## config.mk

```make
export PLATFORM = sky130hd
export DESIGN_NAME = adc_uart_tx
export DESIGN_NICKNAME = d
export VERILOG_FILES = /design/src/rtl/adc_serial_pkg.sv /design/src/rtl/adc_uart_tx_baud_tick_gen.sv /design/src/rtl/adc_uart_tx.sv
export SDC_FILE = /design/constraint.sdc
export NUM_CORES = 1
export LEC_CHECK = 0
export CELL_PAD_IN_SITES_DETAIL_PLACEMENT = 1
export CELL_PAD_IN_SITES_GLOBAL_PLACEMENT = 1
export CORE_AREA = 2 2 67 69
export DETAILED_ROUTE_END_ITERATION = 12
export DIE_AREA = 0 0 69 71
export PLACE_DENSITY_LB_ADDON = 0.2
export RECOVER_POWER = 25
export SKIP_LAST_GASP = 1
export SLEW_MARGIN = 20
export SYNTH_ARGS = -nofsm -noshare
export SYNTH_HDL_FRONTEND = slang
export SYNTH_SLANG_ARGS = --single-unit
```

## constraint.sdc

```tcl
create_clock -name clk_serial -period 3.1 [get_ports clk_serial]
set_clock_uncertainty 0.1 [all_clocks]
set_input_delay 0.31 -clock clk_serial [delete_from_list [all_inputs] [get_ports clk_serial]]
set_output_delay 0.31 -clock clk_serial [all_outputs]
set_load 0.02 [all_outputs]
```

## src/rtl/adc_serial_pkg.sv

```systemverilog
// Shared types and constants for the ADC serial transmit stage.
package adc_serial_pkg;

    localparam int FRAME_DATA_BITS      = 8;
    localparam int DEFAULT_CLKS_PER_BIT = 434;
    localparam int BIT_IDX_W            = $clog2(FRAME_DATA_BITS);

    typedef enum logic [2:0] {
        IDLE,
        SETTLE,
        START,
        DATA,
        STOP
    } state_e;

    // Counter width for a modulus of n, never narrower than one bit.
    function automatic int cnt_width(input int n);
        return (n > 1) ? $clog2(n) : 1;
    endfunction

endpackage

```

## src/rtl/adc_uart_tx_baud_tick_gen.sv

```systemverilog
// Free-running baud counter with synchronous clear; ticks on the last cycle of each bit.
module baud_tick_gen
    import adc_serial_pkg::*;
#(
    parameter  int CLKS_PER_BIT = DEFAULT_CLKS_PER_BIT,
    localparam int CNT_W        = cnt_width(CLKS_PER_BIT)
) (
    input  logic             clk_serial,
    input  logic             rst_serial,
    input  logic             clear,
    output logic             tick,
    output logic [CNT_W-1:0] count
);

    localparam logic [CNT_W-1:0] LAST = CNT_W'(CLKS_PER_BIT - 1);

    logic [CNT_W-1:0] cnt_q, cnt_d;

    // NOTE: cnt_d gets a value before any condition, so no path leaves it unassigned and no latch is inferred.
    always_comb begin
        cnt_d = cnt_q + 1'b1;
        if (clear || cnt_q == LAST) begin
            cnt_d = '0;
        end
    end

    // NOTE: state is updated with <= so every flop samples pre-edge values regardless of statement order.
    always_ff @(posedge clk_serial) begin
        if (rst_serial) begin
            cnt_q <= '0;
        end else begin
            cnt_q <= cnt_d;
        end
    end

    assign tick  = (cnt_q == LAST);
    assign count = cnt_q;

endmodule

```

## src/rtl/adc_uart_tx.sv

```systemverilog
// Waits for the MCP3201 reader to finish a conversion, latches its 8 output bits
// and sends them as one 8N1 UART frame, LSB first.
module adc_uart_tx
    import adc_serial_pkg::*;
#(
    parameter int CLKS_PER_BIT  = DEFAULT_CLKS_PER_BIT,
    parameter int SETTLE_CYCLES = 4,
    parameter int SYNC_STAGES   = 2
) (
    input  logic clk_serial,
    input  logic rst_serial,
    input  logic chip_select_in,
    input  logic bit0_adc,
    input  logic bit1_adc,
    input  logic bit2_adc,
    input  logic bit3_adc,
    input  logic bit4_adc,
    input  logic bit5_adc,
    input  logic bit6_adc,
    input  logic bit7_adc,
    output logic serial_ready,
    output logic tx,
    output logic busy,
    output logic tx_done,
    output logic overrun
);

    localparam int CNT_W    = cnt_width(CLKS_PER_BIT);
    localparam int SETTLE_W = cnt_width(SETTLE_CYCLES);

    localparam logic [SETTLE_W-1:0]  SETTLE_LAST = SETTLE_W'(SETTLE_CYCLES - 1);
    localparam logic [BIT_IDX_W-1:0] BIT_LAST    = BIT_IDX_W'(FRAME_DATA_BITS - 1);
    localparam logic [CNT_W-1:0]     DONE_AT     = CNT_W'(CLKS_PER_BIT - 2);

    logic [FRAME_DATA_BITS-1:0] adc_bits;

    logic [SYNC_STAGES-1:0]                      cs_sync_q, cs_sync_d;
    logic [SYNC_STAGES-1:0][FRAME_DATA_BITS-1:0] data_sync_q, data_sync_d;
    logic                                        cs_prev_q, cs_prev_d;

    state_e                     state_q, state_d;
    logic [SETTLE_W-1:0]        settle_q, settle_d;
    logic [BIT_IDX_W-1:0]       bit_idx_q, bit_idx_d;
    logic [FRAME_DATA_BITS-1:0] shift_q, shift_d;

    logic tx_q, tx_d;
    logic ready_q, ready_d;
    logic busy_q, busy_d;
    logic done_q, done_d;
    logic overrun_q, overrun_d;

    logic             cs_sync;
    logic             cs_rise;
    logic             baud_clear;
    logic             baud_tick;
    logic [CNT_W-1:0] baud_count;

    assign adc_bits = {bit7_adc, bit6_adc, bit5_adc, bit4_adc,
                       bit3_adc, bit2_adc, bit1_adc, bit0_adc};

    assign cs_sync     = cs_sync_q[SYNC_STAGES-1];
    assign cs_rise     = cs_sync & ~cs_prev_q;
    assign cs_sync_d   = {cs_sync_q[SYNC_STAGES-2:0], chip_select_in};
    assign data_sync_d = {data_sync_q[SYNC_STAGES-2:0], adc_bits};
    assign cs_prev_d   = cs_sync;

    baud_tick_gen #(
        .CLKS_PER_BIT (CLKS_PER_BIT)
    ) u_baud (
        .clk_serial (clk_serial),
        .rst_serial (rst_serial),
        .clear      (baud_clear),
        .tick       (baud_tick),
        .count      (baud_count)
    );

    always_comb begin
        state_d    = state_q;
        settle_d   = settle_q;
        bit_idx_d  = bit_idx_q;
        shift_d    = shift_q;
        baud_clear = 1'b0;

        unique case (state_q)
            IDLE: begin
                if (cs_rise) begin
                    state_d  = SETTLE;
                    settle_d = '0;
                end
            end
            SETTLE: begin
                if (settle_q == SETTLE_LAST) begin
                    shift_d    = data_sync_q[SYNC_STAGES-1];
                    baud_clear = 1'b1;
                    state_d    = START;
                end else begin
                    settle_d = settle_q + 1'b1;
                end
            end
            START: begin
                if (baud_tick) begin
                    bit_idx_d = '0;
                    state_d   = DATA;
                end
            end
            DATA: begin
                if (baud_tick) begin
                    if (bit_idx_q == BIT_LAST) begin
                        bit_idx_d = '0;
                        state_d   = STOP;
                    end else begin
                        bit_idx_d = bit_idx_q + 1'b1;
                    end
                end
            end
            STOP: begin
                if (baud_tick) begin
                    state_d = IDLE;
                end
            end
            default: state_d = IDLE;
        endcase

        // Outputs follow the next state so the registered pins line up with state_q.
        unique case (state_d)
            START:   tx_d = 1'b0;
            DATA:    tx_d = shift_d[bit_idx_d];
            default: tx_d = 1'b1;
        endcase
        ready_d   = (state_d == IDLE);
        busy_d    = (state_d != IDLE);
        done_d    = (state_q == STOP) && (baud_count == DONE_AT);
        overrun_d = cs_rise && (state_q != IDLE);
    end

    always_ff @(posedge clk_serial) begin
        if (rst_serial) begin
            // NOTE: synchroniser and edge history reset to 1 so a chip-select already high at reset is not an edge.
            cs_sync_q   <= '1;
            data_sync_q <= '1;
            cs_prev_q   <= 1'b1;
            state_q     <= IDLE;
            settle_q    <= '0;
            bit_idx_q   <= '0;
            shift_q     <= '0;
            tx_q        <= 1'b1;
            ready_q     <= 1'b0;
            busy_q      <= 1'b0;
            done_q      <= 1'b0;
            overrun_q   <= 1'b0;
        end else begin
            cs_sync_q   <= cs_sync_d;
            data_sync_q <= data_sync_d;
            cs_prev_q   <= cs_prev_d;
            state_q     <= state_d;
            settle_q    <= settle_d;
            bit_idx_q   <= bit_idx_d;
            shift_q     <= shift_d;
            tx_q        <= tx_d;
            ready_q     <= ready_d;
            busy_q      <= busy_d;
            done_q      <= done_d;
            overrun_q   <= overrun_d;
        end
    end

    assign tx           = tx_q;
    assign serial_ready = ready_q;
    assign busy         = busy_q;
    assign tx_done      = done_q;
    assign overrun      = overrun_q;

endmodule

```

==> results.md <==
- Placed cell area: 0.00211 mm²
- Min Clock Period, post-route: 2.55 ns
- Mapped Nets: 217
- TritonCTS clock tree: yes
- Async S/R FF share, synth: 0%
- Initial Util: 45.7%
- P_leak: 0.817 nW
- Maximum clock rate: 393 MHz
- # setup viols final: 0
- Setup Fix Bufs, Post-CTS: 0
- Startpoint Class: register
- Clock slew at the register clock pins of the worst setup and hold paths: 0.09 ns
- Commonest non-fill, non-tap cells in the layout: dfxtp_1 (49), nand2_1 (21), or2_2 (19)
- Clock sink total: 49
- Adder and majority gate portion of the synthesized area: 3.91%
- Post-Synth Simple-Gate Area: 27.4%
- Syn avg cell area: 9.60 µm²
- Slew Viols, Final: 0
- Cells after Synth: 200
- Cell Area, Synth: 0.00192 mm²
- Vias/cell: 5.21
- Synth Register Bits: 49
- Hold_buf cts: 0
- Worst Path Max Fanout: 5
- Initial DRT Pass Iterations: 4
- Final period utilization: 82.2%
- Net count reported at finish: 231
- DRT iter0 DRCs: 87
- XOR/XNOR Fraction of Synth Area: 3.19%
- Hold_ws: 0.319 ns
- Die area: 0.00490 mm²
- Slowest CP cell: nor4b_1
- Top_reg_cell synth: dfxtp_1
- Synth unique cells: 39
- CP most frequent cell: ha_1
- Slew of the pin with the lowest slew margin: 0.504 ns
- Vias in the first global route: 1507
- EDFF count, synth: 0
- Die W: 69 µm
- Multiplexer area fraction after synthesis: 2.61%
- WL/cell: 15.1 µm
- GPL Wtd Cong: 0.824
- Rel. slew slack: 66.4%
- GRT overflow: 0
- Final Hold Viols: 0
- Crit path required time: 3.18 ns
- Post-CTS Resized: 0
- Yosys warns: 0
- Most common cell after layout, fill and taps aside: dfxtp_1
- Hold WC Path Type: register to register
- DRC: 0
- Die Y: 71 µm
- H-Tree Depth: 2
- Peak supply drop: 0.000423 V
- Total power: 1.18 mW
- PortBufs: 15
- Critical path, cell by cell: ha_1, ha_1, nor4b_1, nand4_1, and2_1, a2111oi_4, a311o_2, o311ai_1
- Routed vias: 1392
- Worst path top cell family by delay: simple AND/OR/NAND/NOR gates
- Max-cap violations: 0
- Pwr dens: 531 mW/mm²
- Post-synthesis compound-gate area fraction: 8.93%
- Setup ws final: 0.553 ns
- Worst path bufs/invs: 0
- Crit Path Category: register to register
- Area growth, synth to finish: 15.9%
- # rows: 24
- Sequential area share after synthesis: 51.1%
- Largest net degree at the start of global routing: 27
- Share of layout cells above drive strength 1: 16.7%
- # fillers: 497
- Max clock buf depth: 2
- Post-DP HPWL: 2870 µm
- CTS Buf Count: 5
- Status: finished clean
- Initial antenna violation count: 0
- GRT Resource Usage Total: 17.9%
- Worst slack at placement: 0.692 ns
- Drt total wl: 4020 µm
- Largest family of logic cells by synthesized area: simple AND/OR/NAND/NOR gates
- Antenna diodes: 0
- Final instance area: 0.00223 mm²
- Skew-Pair Late Insertion Delay: 0.30 ns
- Core area: 0.00420 mm²
- RSZ-0062 raised after global routing: false
- Antenna Violating Nets Remaining: 0
- Crit path arrival time: 2.63 ns
- Max stage delay on crit path: 0.43 ns
- Io pins: 16
- Setup TNS Final: 0 ns
- Global-route wire length before repair: 7090 µm
- Root buf cell: clkbuf_8
- Critical path endpoint category: register
[cells in the mapped netlist, drive strengths merged, types with 2 or more instances]
cell | number | share of area [%]
and2 | 3 | 0.98
nor3b | 2 | 0.78
xor2 | 6 | 2.7
or2 | 19 | 6.2
nand2 | 21 | 4.1
o211ai | 2 | 0.78
and3 | 3 | 1.3
inv | 5 | 0.98
mux2i | 2 | 1.0
nand3 | 6 | 1.6
dfxtp | 49 | 51
nor2 | 17 | 3.3
nor2b | 6 | 2.0
mux2 | 2 | 1.6
nor3 | 5 | 1.6
nand4 | 5 | 1.6
ha | 6 | 3.9
o21ai | 3 | 0.78
clkbuf | 6 | 1.2
a21oi | 14 | 3.6
buf | 3 | 0.78
[area by class of cell]
| type | count | area (µm²) | share of cell area [%] |
|---|---|---|---|
| clock inverters | 2 | 37.5 | 1.69 |
| repair buffers | 16 | 158 | 7.08 |
| clock buffers | 6 | 82.6 | 3.71 |
| multi-input cells | 137 | 883 | 39.7 |
| flip-flops and latches | 49 | 981 | 44.1 |
| well taps | 52 | 65.1 | 2.92 |
| inverters | 5 | 18.8 | 0.843 |
[through the flow]
| stage | utilization, % | cells |
|---|---|---|
| final | 52.9 | 267 |
| after CTS | 52.9 | 267 |
| after detailed placement | 50.1 | 259 |
| after global routing | 52.9 | 267 |
| after global placement | 50.1 | 259 |
| after floorplan | - | 200 |
[sequential cells by signal (all words and copies together), names as in the netlist]
| register | cells |
|---|---|
| settle_q | 2 |
| tx_done | 1 |
| u_baud.count | 9 |
| busy | 1 |
| bit_idx_q | 3 |
| data_sync_d | 8 |
| shift_q | 8 |
| cs_sync_q | 2 |
| cs_prev_q | 1 |
| serial_ready | 1 |
| state_q | 3 |
| data_sync_q | 8 |
| tx | 1 |
| overrun | 1 |
[where the power goes]
group / switching, mW / internal (mW)
combinational: 0.0242 / 0.0293
clock: 0.211 / 0.262
sequential: 0.0104 / 0.645
[final timing paths]
path	slack, ns	start	depth (start not counted)	end
setup / recovery	0.55	bit_idx_q[0]	8	tx
hold / removal	0.32	data_sync_d[9]	1	data_sync_q[9]
setup reg to reg	0.55	bit_idx_q[0]	8	tx
hold reg to reg	0.32	data_sync_d[9]	1	data_sync_q[9]
[cells by family after synthesis]
| kind of cell | Yosys count |
|---|---|
| AO/OA/AOI/OAI | 25 |
| XOR/XNOR | 7 |
| adder cells (fa/ha/maj) | 6 |
| buffers and inverters | 14 |
| flip-flops | 49 |
| multiplexers | 4 |
| AND/OR/NAND/NOR | 95 |
[metal layers]
metal / routed length (µm) / share of wire [%] / global-route usage [%] / up-vias
met5: 0 / 0 / 0 / -
met4: 131 / 3.3 / 8.93 / 0
met3: 120 / 3.0 / 4.13 / 14
met2: 1960 / 49 / 29.4 / 27
met1: 1810 / 45 / 22.3 / 655
li1: - / - / - / 696
(Power assumes the default switching activity.)
